### src/rtl/camera_capture_pkg.sv
// Shared types and derived-geometry helpers for the multi-frame camera capture block.
package camera_capture_pkg;

    typedef enum logic [1:0] {
        SYNC,
        IDLE,
        CAPTURE
    } state_t;

    function automatic int unsigned frame_words(
        input int unsigned rows,
        input int unsigned row_bytes,
        input int unsigned bus_w
    );
        return rows * row_bytes * 8 / bus_w;
    endfunction

    function automatic int unsigned frame_stride(
        input int unsigned words,
        input int unsigned inc
    );
        return words * inc;
    endfunction

    function automatic int unsigned base_addr(
        input int unsigned idx,
        input int unsigned stride
    );
        return idx * stride;
    endfunction

endpackage

### src/rtl/camera_capture_mf_byte_packer.sv
// Byte lane counter and word assembly; word_done is combinational with the last
// byte so the parent can load its output register on that same edge.
module byte_packer
    import camera_capture_pkg::*;
#(
    parameter int BUS_W = 128
) (
    input  logic             clk,
    input  logic             clear,
    input  logic             en,
    input  logic [7:0]       data,
    output logic [BUS_W-1:0] word,
    output logic             word_done
);

    localparam int LANES  = BUS_W / 8;
    localparam int LANE_W = (LANES > 1) ? $clog2(LANES) : 1;

    logic [LANE_W-1:0] lane;
    logic [BUS_W-1:0]  acc;

    always_ff @(posedge clk) begin
        if (clear) begin
            lane <= '0;
            acc  <= '0;
        end else if (en) begin
            acc[lane*8 +: 8] <= data;
            lane <= word_done ? '0 : lane + 1'b1;
        end
    end

    // The final byte bypasses acc so the full word is ready on the sampling edge.
    always_comb begin
        word             = acc;
        word[lane*8 +: 8] = data;
        word_done        = en && (lane == LANE_W'(LANES - 1));
    end

endmodule

### src/rtl/camera_capture_mf.sv
// DVP multi-frame capture into a DDR ring of frame buffers.
// Define CAMERA_CAPTURE_FRAME_CHECK_EN to enable the frame length check.
module camera_capture_mf
    import camera_capture_pkg::*;
#(
    parameter int BUS_W      = 128,
    parameter int ADDR_W     = 25,
    parameter int ADDR_INC   = 4,
    parameter int NUM_FRAMES = 6,
    parameter int ROWS       = 480,
    parameter int ROW_BYTES  = 1280,
    parameter int EXP_ROW    = 480
) (
    input  logic              p_clk,
    input  logic              rst,
    input  logic [7:0]        data,
    input  logic              href,
    input  logic              vsync,
    input  logic              take_pic,
    input  logic              hdr_en,
    input  logic              wr_ready,
    output logic [BUS_W-1:0]  p_data,
    output logic              data_valid,
    output logic [ADDR_W-1:0] wr_address,
    output logic [2:0]        last_frame,
    output logic              frame_done,
    output logic              change_exp,
    output logic              frame_err,
    output logic              overflow
);

    localparam int unsigned FRAME_WORDS  = frame_words(ROWS, ROW_BYTES, BUS_W);
    localparam int unsigned FRAME_STRIDE = frame_stride(FRAME_WORDS, ADDR_INC);
    localparam int          ROW_W        = $clog2(ROWS + 1) + 1;

`ifdef CAMERA_CAPTURE_FRAME_CHECK_EN
    localparam bit CHECK_EN = 1'b1;
`else
    localparam bit CHECK_EN = 1'b0;
`endif

    state_t state, state_next;

    logic              restart;
    logic              q_vsync, q_href;
    logic              vs_rise, vs_fall, href_fall;
    logic              cap_start, cap_end;
    logic              byte_en;
    logic [BUS_W-1:0]  word;
    logic              word_done;
    logic [ADDR_W-1:0] word_idx;
    logic [ADDR_W-1:0] base;
    logic [ROW_W-1:0]  row_cnt;
    logic              exp_pending;
    logic              at_limit, good;

    assign restart   = rst || take_pic;
    assign vs_rise   = vsync && !q_vsync;
    assign vs_fall   = q_vsync && !vsync;
    assign href_fall = q_href && !href;
    assign byte_en   = (state == CAPTURE) && href;

    assign at_limit = CHECK_EN && (word_idx == ADDR_W'(FRAME_WORDS));
    assign good     = !CHECK_EN || (word_idx == ADDR_W'(FRAME_WORDS));

    byte_packer #(
        .BUS_W(BUS_W)
    ) u_packer (
        .clk      (p_clk),
        .clear    (restart || cap_start),
        .en       (byte_en),
        .data     (data),
        .word     (word),
        .word_done(word_done)
    );

    always_ff @(posedge p_clk) begin
        if (restart) begin
            state   <= SYNC;
            q_vsync <= 1'b0;
            q_href  <= 1'b0;
        end else begin
            state   <= state_next;
            q_vsync <= vsync;
            q_href  <= href;
        end
    end

    always_comb begin
        state_next = state;
        cap_start  = 1'b0;
        cap_end    = 1'b0;
        unique case (state)
            SYNC: begin
                if (vsync) state_next = IDLE;
            end
            IDLE: begin
                if (vs_fall) begin
                    state_next = CAPTURE;
                    cap_start  = 1'b1;
                end
            end
            CAPTURE: begin
                if (vs_rise) begin
                    state_next = IDLE;
                    cap_end    = 1'b1;
                end
            end
            default: state_next = SYNC;
        endcase
    end

    always_ff @(posedge p_clk) begin
        if (restart) begin
            p_data      <= '0;
            wr_address  <= '0;
            data_valid  <= 1'b0;
            frame_done  <= 1'b0;
            change_exp  <= 1'b0;
            frame_err   <= 1'b0;
            overflow    <= 1'b0;
            word_idx    <= '0;
            base        <= '0;
            row_cnt     <= '0;
            exp_pending <= 1'b0;
            if (rst) last_frame <= '0;
        end else begin
            frame_done <= 1'b0;
            frame_err  <= 1'b0;
            change_exp <= 1'b0;

            if (cap_start) begin
                word_idx    <= '0;
                row_cnt     <= '0;
                base        <= ADDR_W'(base_addr(32'(last_frame), FRAME_STRIDE));
                exp_pending <= hdr_en;
            end

            if (state == CAPTURE && href_fall) row_cnt <= row_cnt + 1'b1;

            if (state == CAPTURE && exp_pending && row_cnt == ROW_W'(EXP_ROW)) begin
                change_exp  <= 1'b1;
                exp_pending <= 1'b0;
            end

            if (data_valid && wr_ready) data_valid <= 1'b0;

            // Dropped words still advance word_idx so later addresses stay in place.
            if (word_done && !at_limit) begin
                word_idx <= word_idx + 1'b1;
                if (data_valid && !wr_ready) begin
                    overflow <= 1'b1;
                end else begin
                    p_data     <= word;
                    wr_address <= base + ADDR_W'(word_idx * ADDR_W'(ADDR_INC));
                    data_valid <= 1'b1;
                end
            end

            if (cap_end) begin
                if (good) begin
                    frame_done <= 1'b1;
                    last_frame <= (last_frame == 3'(NUM_FRAMES - 1)) ? '0 : last_frame + 3'd1;
                end else begin
                    frame_err <= 1'b1;
                end
            end
        end
    end

endmodule

### config.mk
export PLATFORM = sky130hd
export DESIGN_NAME = camera_capture_mf
export DESIGN_NICKNAME = d
export VERILOG_FILES = /design/src/rtl/camera_capture_pkg.sv /design/src/rtl/camera_capture_mf_byte_packer.sv /design/src/rtl/camera_capture_mf.sv
export SDC_FILE = /design/constraint.sdc
export NUM_CORES = 1
export LEC_CHECK = 0
export CAP_MARGIN = 20
export CORE_ASPECT_RATIO = 0.6
export CORE_UTILIZATION = 48
export DETAILED_ROUTE_END_ITERATION = 12
export PLACE_DENSITY = 0.75
export SKIP_LAST_GASP = 1
export SLEW_MARGIN = 10
export SYNTH_ARGS = -nofsm -noshare
export SYNTH_HDL_FRONTEND = slang
export SYNTH_SLANG_ARGS = --single-unit
### constraint.sdc
create_clock -name p_clk -period 2.65 [get_ports p_clk]
set_input_delay 0.795 -clock p_clk [delete_from_list [all_inputs] [get_ports p_clk]]
set_output_delay 0.795 -clock p_clk [all_outputs]
set_load 0.02 [all_outputs]
==> impl_metrics.tcl, run 1 <==
set metrics [dict create \
    row_count 49 \
    synth_top_family_by_area "compound AO/OA/AOI/OAI gates" \
    vias_per_cell 5.835 \
    drc 0 \
    cts_root_buf "clkbuf_16" \
    path_buf_inv 0 \
    grt_use_met3_pct 4.765 \
    seq_area_frac_synth_pct 45.86 \
    synth_fa_ha_area_share_pct 2.465 \
    numCtsBuffers 34 \
    ys_seq_elements 338 \
    rsz0062_at_grt "no" \
    final_antenna_net_count 0 \
    die_area_um2 31610 \
    synth_compound_area_share_pct 20.49 \
    synthArstFlopShare_pct 0 \
    power_frac_clock_pct 47.9 \
    synth-edff-count 3 \
    setup_slack_ns 0.1111 \
    cp_top_family "adder cells" \
    initial_utilization_pct 49.14 \
    cts_sinks 338 \
    skew_ns 0.02229 \
    period_needed_ns 2.539 \
    place.gp.congestion 0.9433 \
    slew_viol_final 0 \
    antenna_found_initial 0 \
    pwr-share-seq_pct 49.5 \
    routed_wl_mm 42.58 \
    yosysWarningCount 0 \
    cpPeakStageDelay_ns 0.44 \
    io_buffers 172 \
    finalSetupViolCount 0 \
    nNetsFinal 1960 \
    met2_usage_pct 38.55 \
    worst-path-max-fanout 5 \
    ios 176 \
    path_clk_slew_ns 0.06 \
    hold_path_end "u_packer.acc[110]$_SDFFE_PP0P_" \
    r2r_end "wr_address[21]$_SDFFE_PP0P_" \
    coreArea_um2 30160 \
    cts_hold_buf 0 \
    endpoint_kind "flop" \
    drtPass1Iterations 5 \
    via_count 13710 \
    worstPathCellList "ha_1 > fa_1 > a211oi_1 > nor2_1 > o31ai_1 > nor4_1 > or3b_2" \
    power.leakage_nw 6.702 \
    synth_area_um2 14820 \
    reg2reg_depth 7 \
    post-place-ws_ns -0.05687 \
    r2r_start "word_idx[9]$_SDFFE_PP0P_" \
    crit_required_ns 3.05 \
    grt_pass1_wl_mm 67.94 \
    p_switching_mw 2.235 \
    syn_avg_cell_area_um2 8.479 \
    min_path_cells 2 \
    busiest_layer "met1" \
    clk_latency_ns 0.53 \
    min_path_type "flop to flop" \
    fillers 2563 \
    status "completed" \
    drt_iter0_drc 1380 \
    start_kind "flop" \
    synth_flop_cell "dfxtp_1" \
    yosys.area_share.simple_pct 19.19 \
    tightest_slew_ns 0.6406 \
    pwr_density_cell_nw_per_um2 557.6 \
    gr-total-overflow 0 \
    arrival_ns 2.94 \
    critPathKind "flop to flop" \
    syn_inst 1748 \
    chipHeight_um 138.1 \
    cts_tree "built" \
    intPower_mw 8.062 \
    max_freq_ghz 0.3939 \
    min-delay-start "u_packer.acc[110]$_SDFFE_PP0P_" \
    min_period_over_period_pct 95.81 \
    clockBufferDepth 3 \
    drive_above_1_share_pct 9.892 \
    drv_cap 0 \
    grt_use_met1_pct 38.86 \
    r2r_slack_ns 0.11 \
    p_comb_share_pct 2.6 \
    ys_types 76 \
    finalHoldViolCount 0 \
    grt_usage_pct 26.11 \
    htreeDepth 2 \
    syn2layout_area_growth_pct 24.58 \
    crit_slowest_cell "fa_1" \
    insertedDiodeCount 0 \
    synthMuxAreaShare_pct 6.196 \
    slew_headroom_pct 57.22 \
    die_w_um 228.9 \
    synth_xor_area_share_pct 0.7682 \
    grt_max_degree 77 \
    peakVddDrop_mv 0.4076 \
    hold_slack_ns 0.4534 \
    routedWlPerCell_um 18.13 \
    grt_pass1_vias 12680 \
    hpwlAfterDp_mm 29.68 \
    netSwitchingFraction_pct 21.71 \
]
[stage by stage]
stage	power (mW)	util, %	cell area [um^2]	setup TNS [ns]	cells
6_report	10.30	61.22	18470	0	2349
2_1_floorplan	5.347	-	14830	0	1750
4_1_cts	10.35	61.19	18460	0	2349
3_5_place_dp	5.473	57.45	17330	-0.09618	2289
3_3_place_gp	5.468	57.45	17330	0	2289
5_1_grt	10.58	61.22	18470	0	2349
[cell type report]
cell class,instances,area [um^2],area share [%]
multi-input combinational,1242,7332,39.71
sequential,338,6797,36.81
timing repair buffer,266,2565,13.89
clock buffer,52,1030,5.577
tap,408,510.5,2.765
inverter,35,131.4,0.7115
clock inverter,8,100.1,0.5421
[layout by cell type, fill, tap and decap left out, types with 12 or more instances in the layout]
cell type and n:
o31ai_1 23, nand4_1 20, clkbuf_16 35, dfxtp_1 335, and3_1 26, a31oi_1 13, a211oi_1 12, nor2_1 104
and2_1 19, nand3_1 114, ha_1 26, buf_4 83, o21ai_0 199, clkdlybuf4s50_1 172, nand2_1 182, mux2i_1 85
a21oi_1 228, a221oi_1 24, inv_1 35
[how the worst max path moves through the flow]
stage / from / end / slack (ns) / cells after the start
2_1_floorplan: u_packer.lane[0]$_SDFFE_PP0P_ / p_data[7]$_SDFFE_PP0P_ / 0.16 / 10
3_3_place_gp: href / word_idx[13]$_SDFFE_PP0P_ / 0.05 / 7
3_5_place_dp: href / row_cnt[6]$_SDFFE_PP0P_ / -0.06 / 8
4_1_cts: last_frame[2]$_SDFFCE_PP0P_ / last_frame[2] / 0.13 / 1
5_1_grt: u_packer.lane[1]$_SDFFE_PP0P_ / p_data[2]$_SDFFE_PP0P_ / 0.03 / 7
6_report: word_idx[9]$_SDFFE_PP0P_ / wr_address[21]$_SDFFE_PP0P_ / 0.11 / 7
[flip-flops by register name (all words and copies together) (netlist names), 2 cells and up]
register	flops
base	10
last_frame	3
p_data	128
row_cnt	10
state	2
u_packer.acc	128
u_packer.lane	4
word_idx	23
wr_address	23
[power groups by stage]
stage | Clock, mW | Combinational (mW) | Sequential [mW]
2_1_floorplan | 0 | 0.131 | 5.22
3_3_place_gp | 0 | 0.253 | 5.21
3_5_place_dp | 0 | 0.258 | 5.22
4_1_cts | 4.99 | 0.259 | 5.10
5_1_grt | 5.20 | 0.280 | 5.10
6_report | 4.93 | 0.264 | 5.10
[cell usage after synthesis (7+ instances only)]
| cell | number | area, um^2 |
|---|---|---|
| xnor2_1 | 9 | 78.83 |
| nand3b_1 | 7 | 52.55 |
| or2_2 | 8 | 50.05 |
| and3_1 | 26 | 162.7 |
| ha_1 | 26 | 325.3 |
| nor3_1 | 11 | 55.05 |
| a21oi_1 | 228 | 1141 |
| clkbuf_1 | 76 | 285.3 |
| o211ai_1 | 8 | 60.06 |
| a31oi_1 | 13 | 81.33 |
| and2_1 | 19 | 118.9 |
| nand4_1 | 20 | 125.1 |
| o21ai_1 | 9 | 45.04 |
| dfxtp_1 | 335 | 6706 |
| a211oi_1 | 13 | 97.59 |
| nand3_1 | 114 | 570.6 |
| buf_2 | 45 | 225.2 |
| or4b_1 | 8 | 80.08 |
| o21ai_0 | 199 | 996.0 |
| nand2_1 | 183 | 686.9 |
| nor2_1 | 107 | 401.6 |
| inv_1 | 35 | 131.4 |
| mux2i_1 | 85 | 850.8 |
| a221oi_1 | 24 | 210.2 |
| o31ai_1 | 23 | 172.7 |
[per-layer routing]
metal / vias to the layer above / share of wire (%) / wire length (um)
met5: - / 0 / 0
met4: 0 / 2.3 / 977
met3: 81 / 7.6 / 3256
met2: 536 / 43 / 18170
met1: 6505 / 47 / 20170
li1: 6584 / - / -
[cell families (layout without fill, tap and decap cells)]
group,after synthesis,after routing
AND/OR/NAND/NOR,565,565
AO/OA/AOI/OAI,542,542
flip-flops,338,338
buffers and inverters,170,361
multiplexers,91,91
adder cells (fa/ha/maj),28,28
XOR/XNOR,13,13
other,1,3
[worst register-to-register path: cells and delay by family, from the launching register on]
family          cells  cell delay (ns)
simple gates        3             0.68
compound gates      2             0.69
fa+ha+maj           2             0.70
flops               1             0.36
[repair_timing]
item	CTS	global route
buffers inserted	0	0
gates resized for setup	0	2
endpoints found under the setup margin	0	6
Note: power is estimated with default switching activity, not from simulation.
==> run 2: changes to the inputs <==
Settings changed: CTS_CLUSTER_SIZE set to 30, PLACE_DENSITY 0.75 to 0.72.
Clock period 2.65 ns to 2.9 ns, I/O delays scaled along.
==> impl_metrics.tcl, run 2 (synthesized netlist as in run 1, its figures left out) <==
set metrics [dict create \
    final_cells 2333 \
    worstPathCellList "inv_1 > ha_1 > xnor2_1 > nand3_1 > mux2i_1 > a21oi_1" \
    crit_required_ns 3.35 \
    multi_input_area_um2 7327 \
    routedWlPerCell_um 18.13 \
    grt_pass1_wl_mm 67.14 \
    layout_common_cells "dfxtp_1 (335), a21oi_1 (228), o21ai_0 (199), nand2_1 (182), clkdlybuf4s50_1 (172)" \
    vias_per_cell 5.760 \
    path_clk_slew_ns 0.07 \
    reg_top3 "p_data (128), u_packer.acc (128)" \
    slew_headroom_pct 54.08 \
    drt_iter0_drc 1302 \
    cpPeakStageDelay_ns 0.59 \
    antenna_found_initial 1 \
    initial_utilization_pct 49.14 \
    peakVddDrop_mv 0.4115 \
    ff_latch_area_um2 6797 \
    drc 0 \
    clockBufferDepth 3 \
    cts_root_buf "clkbuf_16" \
    routed_wl_mm 42.29 \
    drive_above_1_share_pct 9.351 \
    finalSetupViolCount 0 \
    tightest_slew_ns 0.6877 \
    tns_ns 0 \
    drtPass1Iterations 6 \
    status "completed" \
    via_count 13440 \
    row_count 49 \
    drv_cap 0 \
    hpwlAfterDp_mm 29.33 \
    grt_max_degree 68 \
    numCtsBuffers 31 \
    power.leakage_nw 6.654 \
    place.gp.congestion 0.8758 \
    fillers 2614 \
    finalHoldViolCount 0 \
    endpoint_kind "flop" \
    critPathKind "flop to flop" \
    die_w_um 228.9 \
    gr-total-overflow 0 \
    ios 176 \
    cts_hold_buf 0 \
    arrival_ns 3.14 \
    crit_slowest_cell "xnor2_1" \
    skew_ns 0.01152 \
    grt_usage_pct 25.96 \
    syn2layout_area_growth_pct 24.09 \
    grt_pass1_vias 12460 \
    cp_top_family "XOR/XNOR gates" \
    nNetsFinal 1945 \
    htreeDepth 1 \
    min_path_type "flop to flop" \
    die_area_um2 31610 \
    placed_cells 2277 \
    cts_tree "built" \
    max_freq_ghz 0.3715 \
    final_antenna_net_count 0 \
    pwr_density_cell_nw_per_um2 510.0 \
    path_buf_inv 1 \
    period_needed_ns 2.692 \
    final_common_cell "dfxtp_1" \
    cts_sinks 338 \
    min_period_over_period_pct 92.82 \
    io_buffers 172 \
    rsz0062_at_grt "no" \
    worst-path-max-fanout 10 \
    start_kind "flop" \
    clk_latency_ns 0.57 \
    total_power_mw 9.380 \
    chipHeight_um 138.1 \
    coreArea_um2 30160 \
    insertedDiodeCount 0 \
    slew_viol_final 0 \
]
## run 2: changes by cell type in the layout (fill, tap and decap cells not counted), moves of 3 or more
cell,previous run,this run
buf_12,11,14
clkbuf_16,35,32
clkbuf_1,8,4
buf_4,83,68
bufinv_16,2,5
clkinv_2,3,6
## run 2: path summary, 6_finish.rpt
| kind | startpoint | cells past startpoint | slack [ns] | end |
|---|---|---|---|---|
| setup / recovery | u_packer.lane[1]$_SDFFE_PP0P_ | 6 | 0.21 | p_data[11]$_SDFFE_PP0P_ |
| hold / removal | u_packer.acc[6]$_SDFFE_PP0P_ | 2 | 0.45 | u_packer.acc[6]$_SDFFE_PP0P_ |
| setup reg to reg | u_packer.lane[1]$_SDFFE_PP0P_ | 6 | 0.21 | p_data[11]$_SDFFE_PP0P_ |
| hold reg to reg | u_packer.acc[6]$_SDFFE_PP0P_ | 2 | 0.45 | u_packer.acc[6]$_SDFFE_PP0P_ |
## run 2: cell type report
class	count	area share, %
multi-input combinational	1242	39.84
clock buffer	44	5.034
sequential	338	36.95
tap	408	2.776
inverter	35	0.7143
clock inverter	12	1.027
timing repair buffer	254	13.66
## run 2: per-layer routing
metal / GRT usage, % / wire length, um
met5: 0 / 0
met4: 7.263 / 1032
met3: 3.424 / 2582
met2: 38.59 / 18080
met1: 39.17 / 20600
## run 2: repair_timing
item | in CTS | in global routing
setup endpoints to repair | 0 | 2
gates resized for setup | 0 | 1
setup buffers | 0 | 0
## run 2: worst min-delay path, cell delays in order (launching register included)
cell     delay (ns)
dfxtp_1        0.31
nand2_1        0.05
a21oi_1        0.05
## run 2: through the flow
step                cell area (um^2)  worst slack, ns  util [%]  hold slack, ns
finish                         18390           0.2082     60.98          0.4525
global route                   18390          0.03620     60.98          0.4684
CTS                            18390           0.2037     60.97          0.4536
detailed placement             17280         -0.04877     57.27          0.4451
global placement               17280        -0.005684     57.27          0.4391
floorplan                      14830           0.4066         -          0.4321
## run 2: report_power, final
group          internal (mW)  switching, mW  total, mW  leakage (nW)
clock network           2.66           1.81       4.47         0.555
registers               4.65        0.00837       4.66          2.73
logic                 0.0876          0.163      0.251          3.37
total                   7.40           1.98       9.38          6.65
